$ cat src/rtl/irq_ctrl_prio_if.sv
// rtl/irq_ctrl_prio_if.sv - APB register bus bundle for irq_ctrl_prio
interface irq_ctrl_prio_if;
    logic        psel_i;
    logic        penable_i;
    logic        pwrite_i;
    logic [31:0] paddr_i;
    logic [31:0] pwdata_i;
    logic [31:0] prdata_o;
    logic        pready_o;
    logic        pslverr_o;

    modport master (
        output psel_i, penable_i, pwrite_i, paddr_i, pwdata_i,
        input  prdata_o, pready_o, pslverr_o
    );

    modport slave (
        input  psel_i, penable_i, pwrite_i, paddr_i, pwdata_i,
        output prdata_o, pready_o, pslverr_o
    );
endinterface

$ cat src/rtl/irq_ctrl_prio.sv
// rtl/irq_ctrl_prio.sv - N-source prioritised APB interrupt controller; IRQ_SYNC_EN adds input synchronizers
module irq_ctrl_prio #(
    parameter  int N_IRQ = 8,
    localparam int ID_W  = (N_IRQ > 1) ? $clog2(N_IRQ) : 1
) (
    input  logic                pclk_i,
    input  logic                rst_n_i,
    input  logic                enable_i,
    irq_ctrl_prio_if.slave      apb,
    input  logic [N_IRQ-1:0]    irq_trigger_i,
    output logic                interrupt_o,
    output logic [ID_W-1:0]     irq_id_o
);

    localparam logic [2:0] IDX_STATUS  = 3'd0;
    localparam logic [2:0] IDX_CLEAR   = 3'd1;
    localparam logic [2:0] IDX_MASK    = 3'd2;
    localparam logic [2:0] IDX_MODE    = 3'd3;
    localparam logic [2:0] IDX_PENDING = 3'd4;
    localparam logic [2:0] IDX_ID      = 3'd5;
    localparam logic [2:0] IDX_SET     = 3'd6;

    logic [N_IRQ-1:0] status;
    logic [N_IRQ-1:0] mask;
    logic [N_IRQ-1:0] mode;
    logic [N_IRQ-1:0] irq_d;
    logic [N_IRQ-1:0] irq_s;
    logic [N_IRQ-1:0] ev;
    logic [N_IRQ-1:0] pend;
    logic [N_IRQ-1:0] wbits;
    logic [N_IRQ-1:0] clr_bits;
    logic [N_IRQ-1:0] set_bits;
    logic [ID_W-1:0]  id_next;
    logic [2:0]       idx;
    logic             wr;
    logic             rd;
    logic             access;
    logic             mapped;
    logic             reg_we;
    logic [31:0]      rdata;
    logic             unused_bits;

`ifdef IRQ_SYNC_EN
    logic [N_IRQ-1:0] sync_q1;
    logic [N_IRQ-1:0] sync_q2;

    always_ff @(posedge pclk_i or negedge rst_n_i) begin
        if (!rst_n_i) begin
            sync_q1 <= '0;
            sync_q2 <= '0;
        end else begin
            sync_q1 <= irq_trigger_i;
            sync_q2 <= sync_q1;
        end
    end

    assign irq_s = sync_q2;
`else
    assign irq_s = irq_trigger_i;
`endif

    function automatic logic [31:0] zext(input logic [N_IRQ-1:0] v);
        logic [31:0] r;
        r = '0;
        r[N_IRQ-1:0] = v;
        return r;
    endfunction

    assign wr     = apb.psel_i & apb.penable_i & apb.pwrite_i;
    assign rd     = apb.psel_i & ~apb.pwrite_i;
    assign access = apb.psel_i & apb.penable_i;
    assign idx    = apb.paddr_i[4:2];
    assign mapped = (apb.paddr_i[31:5] == 27'd0) && (idx != 3'd7);
    assign reg_we = wr & mapped;
    assign wbits  = apb.pwdata_i[N_IRQ-1:0];

    assign clr_bits = (reg_we && idx == IDX_CLEAR) ? wbits : '0;
    assign set_bits = (reg_we && idx == IDX_SET)   ? wbits : '0;

    assign ev   = (mode & irq_s & ~irq_d) | (~mode & irq_s);
    assign pend = status & mask;

    // Walk from the top so the lowest pending index is the one left standing.
    always_comb begin
        id_next = '0;
        for (int i = N_IRQ - 1; i >= 0; i--) begin
            if (pend[i]) id_next = ID_W'(i);
        end
    end

    always_ff @(posedge pclk_i or negedge rst_n_i) begin
        if (!rst_n_i) begin
            status      <= '0;
            mask        <= '0;
            mode        <= '0;
            irq_d       <= '0;
            interrupt_o <= 1'b0;
            irq_id_o    <= '0;
        end else begin
            irq_d       <= irq_s;
            status      <= (status & ~clr_bits) | (ev & {N_IRQ{enable_i}}) | set_bits;
            if (reg_we && idx == IDX_MASK) mask <= wbits;
            if (reg_we && idx == IDX_MODE) mode <= wbits;
            interrupt_o <= enable_i & (|pend);
            irq_id_o    <= enable_i ? id_next : '0;
        end
    end

    always_comb begin
        rdata = '0;
        if (rd && mapped) begin
            case (idx)
                IDX_STATUS:  rdata = zext(status);
                IDX_MASK:    rdata = zext(mask);
                IDX_MODE:    rdata = zext(mode);
                IDX_PENDING: rdata = zext(pend);
                IDX_ID: begin
                    rdata[31]       = interrupt_o;
                    rdata[ID_W-1:0] = irq_id_o;
                end
                default:     rdata = '0;
            endcase
        end
    end

    assign apb.prdata_o  = rdata;
    assign apb.pready_o  = 1'b1;
    assign apb.pslverr_o = access & ~mapped;

    assign unused_bits = ^{apb.paddr_i[1:0], apb.pwdata_i};

endmodule

$ cat src/flat_wrapper.sv
// flat-port wrapper written by rule: the top's interface ports become plain ports
module irq_ctrl_prio_flat 
#(
    parameter  int N_IRQ = 8,
    localparam int ID_W  = (N_IRQ > 1) ? $clog2(N_IRQ) : 1
)
  (pclk_i, rst_n_i, enable_i, irq_trigger_i, interrupt_o, irq_id_o, apb_psel_i, apb_penable_i, apb_pwrite_i, apb_paddr_i, apb_pwdata_i, apb_prdata_o, apb_pready_o, apb_pslverr_o);
  irq_ctrl_prio_if apb_i ();
  input  logic pclk_i;
  input  logic rst_n_i;
  input  logic enable_i;
  input  logic [N_IRQ-1:0] irq_trigger_i;
  output logic interrupt_o;
  output logic [ID_W-1:0] irq_id_o;
  input wire logic [$bits(apb_i.psel_i)-1:0] apb_psel_i;
  input wire logic [$bits(apb_i.penable_i)-1:0] apb_penable_i;
  input wire logic [$bits(apb_i.pwrite_i)-1:0] apb_pwrite_i;
  input wire logic [$bits(apb_i.paddr_i)-1:0] apb_paddr_i;
  input wire logic [$bits(apb_i.pwdata_i)-1:0] apb_pwdata_i;
  output wire logic [$bits(apb_i.prdata_o)-1:0] apb_prdata_o;
  output wire logic [$bits(apb_i.pready_o)-1:0] apb_pready_o;
  output wire logic [$bits(apb_i.pslverr_o)-1:0] apb_pslverr_o;
  assign apb_i.psel_i = apb_psel_i;
  assign apb_i.penable_i = apb_penable_i;
  assign apb_i.pwrite_i = apb_pwrite_i;
  assign apb_i.paddr_i = apb_paddr_i;
  assign apb_i.pwdata_i = apb_pwdata_i;
  assign apb_prdata_o = apb_i.prdata_o;
  assign apb_pready_o = apb_i.pready_o;
  assign apb_pslverr_o = apb_i.pslverr_o;
  irq_ctrl_prio #(.N_IRQ(N_IRQ)) u_core (.pclk_i(pclk_i), .rst_n_i(rst_n_i), .enable_i(enable_i), .apb(apb_i), .irq_trigger_i(irq_trigger_i), .interrupt_o(interrupt_o), .irq_id_o(irq_id_o));
endmodule
$ cat config.mk
export PLATFORM = sky130hd
export DESIGN_NAME = irq_ctrl_prio_flat
export DESIGN_NICKNAME = d
export VERILOG_FILES = /design/src/rtl/irq_ctrl_prio_if.sv /design/src/rtl/irq_ctrl_prio.sv /design/src/flat_wrapper.sv
export SDC_FILE = /design/constraint.sdc
export NUM_CORES = 1
export LEC_CHECK = 0
export BUFFER_PORTS_ARGS = -buffer_cell sky130_fd_sc_hd__buf_4
export CAP_MARGIN = 15
export CORE_ASPECT_RATIO = 0.6
export CORE_MARGIN = 8
export CORE_UTILIZATION = 40
export CTS_CLUSTER_DIAMETER = 120
export DETAILED_ROUTE_END_ITERATION = 8
export HOLD_SLACK_MARGIN = 0.06
export PLACE_DENSITY = 0.76
export SYNTH_ARGS = -nofsm -noshare
export SYNTH_HDL_FRONTEND = slang
export SYNTH_SLANG_ARGS = --single-unit
$ cat constraint.sdc
create_clock -name pclk_i -period 7.7 [get_ports pclk_i]
set_clock_uncertainty 0.2 [all_clocks]
set_input_delay 2.31 -clock pclk_i [delete_from_list [all_inputs] [get_ports pclk_i]]
set_output_delay 2.31 -clock pclk_i [all_outputs]
set_load 0.1 [all_outputs]
==> results.txt <==
The number of buffers inserted to repair setup after CTS came out at 0. The number of max-slew violations in the final report was 0. Setup violations remaining at the end of the flow were counted as 0. Buffers inserted during clock tree synthesis total 5. Dividing the final minimum period by the clock period gives 91.97%. The area share of the largest cell type after synthesis came out at 40.20%. The floorplan step defined a die boundary enclosing 8332 um2. The hold path endpoint is u_core.mask[4]$_DFFE_PN0P_.

Cells fill 50.79% of the core in the end. Of the total power, combinational logic draws 22.4%. Sorting the synthesized cells by area gives the leading types as sky130_fd_sc_hd__dfrtp_1 40%, sky130_fd_sc_hd__buf_4 8.0%, sky130_fd_sc_hd__mux2_2 8.0%. For this design, the sink count on the clock tree is 36. The number of buffers inserted by port buffering was 65; the total power density per cell area was 164.8 nW/um2.

The part of the power in the clock network is 35.9%. In the final routed layout, each cell accounts on average for 17.30 um. The first global-routing pass estimated 9715 um of wire. TritonCTS built the clock tree.

The smallest clock period supported by the final layout is computed as 7.082 ns. The post-route standard cell area excluding fillers came out at 2789 um2. The initial utilization of the core area, before any placement, comes to 40.81%. Cell internal power was estimated by the tool at 311.4 uW. The synthesized instance count was 235. The routed design has 6314 um of wire. For the pin with the worst max-slew slack, the measured transition is 0.8108 ns. The worst-case setup margin in the final layout was 0.6185 ns; the number of global-route vias before repair was 1,903.

In the final timing run, aggregate negative setup slack is 0 ns. The worst-case vdd ir drop was 134.5 uV. The element type at the critical path end was a primary output. In the final layout, the multi-input gates occupy 1169 um2. For this run, the detailed router's first-pass iteration total came to 4. In this run the critical register-to-register path is launched from u_core.status[6]$_DFF_PN0_. The hold buffer count at CTS is 0, and the number of register bits inferred by synthesis is 36.

Measured along the x axis, the die boundary spans 112.6 um. In this run, post-CTS repair resized a total of 0 instances. After the first detailed-routing iteration, the DRC count stood at 147. Global routing consumed, over all layers together, 14.87% of the routing resources.

The number of nets at the end of the flow is 373. Setup repair after global routing left no endpoint under its margin. The worst setup path is of the input pin to primary output kind. The number of enable flip-flop cells after synthesis came out at 0. The number of design rule violations left after detail routing was 0; the maximum number of buffers from clock root to sink was 2. Cell depth of the worst min-delay path: 1.

After the flow finishes, the layout carries non-filler instances totaling 365. For the initial antenna violation count, the log shows 0. For the reg2reg setup slack, the log shows 6.28 ns.

Summing over every cut layer, the via total after detailed routing is 1,934. The leakage power is 1.376 nW. Counting the fill cells in the layout gives 508. The tightest min-delay check is of the register to register type. Detailed placement HPWL: 4776 um. The netlist uses 35 different library cells. Summing the sequential cell areas from Yosys gives 40.20% of the chip area. The pre-CTS setup slack is 0.6086 ns. The synthesis-to-finish area growth was 24.46%; the post-route antenna net violation count was 0.

Placement-stage cell area: 2681 um2. Of the cells placed in the final design, the portion with a size suffix greater than 1 is 33.45%. Max-cap violations in this run came to 0. Of all nets on the critical path, the largest fanout is 17. The chip height was 73.98 um. The leading area contributor after synthesis was sky130_fd_sc_hd__dfrtp_1. Sequential cells account for 41.7% of the total power. After clock tree synthesis, the clock-pin slew on the worst setup and hold paths is 0.07 ns.

Measured in cells, the most critical reg-to-reg path has a length of 5. Number of diodes added for antenna fixing: 0. Derived from the worst setup path, the maximum achievable clock frequency is 141.2 MHz. The root buffer selected by CTS is sky130_fd_sc_hd__clkbuf_8. For this run the aggregate overflow at the end of global routing stands at 0.

The via density per instance is 5.299, and the sequential cell area in the final layout is 900.9 um2. For this run, asynchronously set or reset flops after synthesis account for 100.0%. Data on the critical path arrives at its endpoint at 4.57 ns. The worst setup path is launched from an input pin. Net switching is 32.25% of the power. The logs give 0.8643 for the final estimated routing congestion in global placement and 0 for the number of hold violations in the final report. The required time at the worst-slack endpoint is 5.19 ns.

Launch point of the critical path: apb_paddr_i[3]. The post-synthesis area per instance is 9.536 um2. Summed over all nets, the switching power comes to 148.2 uW. The worst pin sits at a relative slew slack of 45.83%. The largest net degree at the start of global routing is 37, and the core footprint is 5492 um2.

Most common cell after layout, fill and taps aside: sky130_fd_sc_hd__buf_4. After detailed placement, the design holds a cell count of 357. Top-level port count: 116. In this run the cell area of the synthesized design comes to 2241 um2. The run finished with clean final reports. In this run the critical register-to-register path is captured at u_core.irq_id_o[0]$_DFF_PN0_. The clock network latency to the later pin of the worst-skew pair was 0.29 ns; the count of yosys warnings during synthesis was 0.

The floorplan has 21 rows. For the H-tree level count, the log shows 2. In this run the most critical hold path is launched from u_core.mask[4]$_DFFE_PN0P_. In the synthesized netlist the dominant register cell turns out to be sky130_fd_sc_hd__dfrtp_1. The library cells used most frequently in the layout, excluding fill and tap cells, are 65 x sky130_fd_sc_hd__buf_4, 36 x sky130_fd_sc_hd__dfrtp_1, 31 x sky130_fd_sc_hd__nand2_1.
## per-stage QoR
stage          total power [mW]  hold slack [ns]
4_1_cts                  0.4626           0.3401
5_1_grt                  0.4764           0.3506
3_5_place_dp             0.2978           0.3248
2_1_floorplan            0.2767           0.3032
3_3_place_gp             0.2965           0.3143
6_report                 0.4596           0.3377
## metal layers
metal / GRT usage (%) / part of all wire, %
met2: 23.35 / 44
met3: 4.700 / 8.5
met5: 0 / 0
met1: 19.61 / 47
met4: 3.561 / 0.67
## power groups by stage
stage	Combinational (mW)	Sequential (mW)	Clock, mW
final	0.103	0.192	0.165
after detailed placement	0.102	0.195	0
after CTS	0.102	0.192	0.168
after floorplan	0.0815	0.195	0
after global placement	0.101	0.195	0
after global routing	0.108	0.192	0.177
## registers in the layout, indices dropped and copies added, names as in the netlist
register / cells
u_core.mask: 8
u_core.interrupt_o: 1
u_core.irq_d: 8
u_core.mode: 8
u_core.status: 8
u_core.irq_id_o: 3
## worst max path at each step
stage                           end  slack (ns)
floorplan           apb_prdata_o[0]       -0.26
global placement    apb_prdata_o[2]        0.63
detailed placement  apb_prdata_o[2]        0.61
CTS                 apb_prdata_o[2]        0.61
global route        apb_prdata_o[2]        0.52
finish              apb_prdata_o[2]        0.62
## final cells by class
| type | count | share of cell area, % |
|---|---|---|
| Multi-Input combinational cell | 177 | 41.90 |
| Sequential cell | 36 | 32.30 |
| Tap cell | 69 | 3.096 |
| Clock buffer | 6 | 2.602 |
| Clock inverter | 2 | 1.256 |
| Timing Repair Buffer | 65 | 17.50 |
| Inverter | 10 | 1.346 |
## Yosys cell counts (2+ instances only)
library cell	instances
sky130_fd_sc_hd__buf_2	2
sky130_fd_sc_hd__a211o_1	8
sky130_fd_sc_hd__mux2i_1	5
sky130_fd_sc_hd__nor2_1	8
sky130_fd_sc_hd__nor4_1	17
sky130_fd_sc_hd__a221oi_1	3
sky130_fd_sc_hd__inv_1	10
sky130_fd_sc_hd__buf_6	2
sky130_fd_sc_hd__o22ai_1	5
sky130_fd_sc_hd__nand2_1	31
sky130_fd_sc_hd__o21ai_0	11
sky130_fd_sc_hd__a32o_1	4
sky130_fd_sc_hd__a21oi_1	7
sky130_fd_sc_hd__conb_1	2
sky130_fd_sc_hd__nand3_1	12
sky130_fd_sc_hd__dfrtp_1	36
sky130_fd_sc_hd__clkbuf_1	6
sky130_fd_sc_hd__and3_1	3
sky130_fd_sc_hd__nor3b_1	3
sky130_fd_sc_hd__mux2_2	16
sky130_fd_sc_hd__and2_1	7
sky130_fd_sc_hd__buf_4	24
## critical path: stages
cell                        delay [ns]
sky130_fd_sc_hd__buf_4            0.18
sky130_fd_sc_hd__and2_4           0.22
sky130_fd_sc_hd__a2111oi_4        0.39
sky130_fd_sc_hd__nand4_4          0.32
sky130_fd_sc_hd__or3b_1           0.54
sky130_fd_sc_hd__nor4_2           0.26
sky130_fd_sc_hd__buf_4            0.34
## cells by family (layout without fill, tap and decap cells)
kind of cell	after synthesis	after routing	share of synthesized area, %
compound gates	42	42	13.85
other cells	2	24	0.3351
buf+inv	44	83	12.17
simple gates	90	90	23.17
flops	36	36	40.20
mux	21	21	10.27
(Power assumes the default switching activity.)
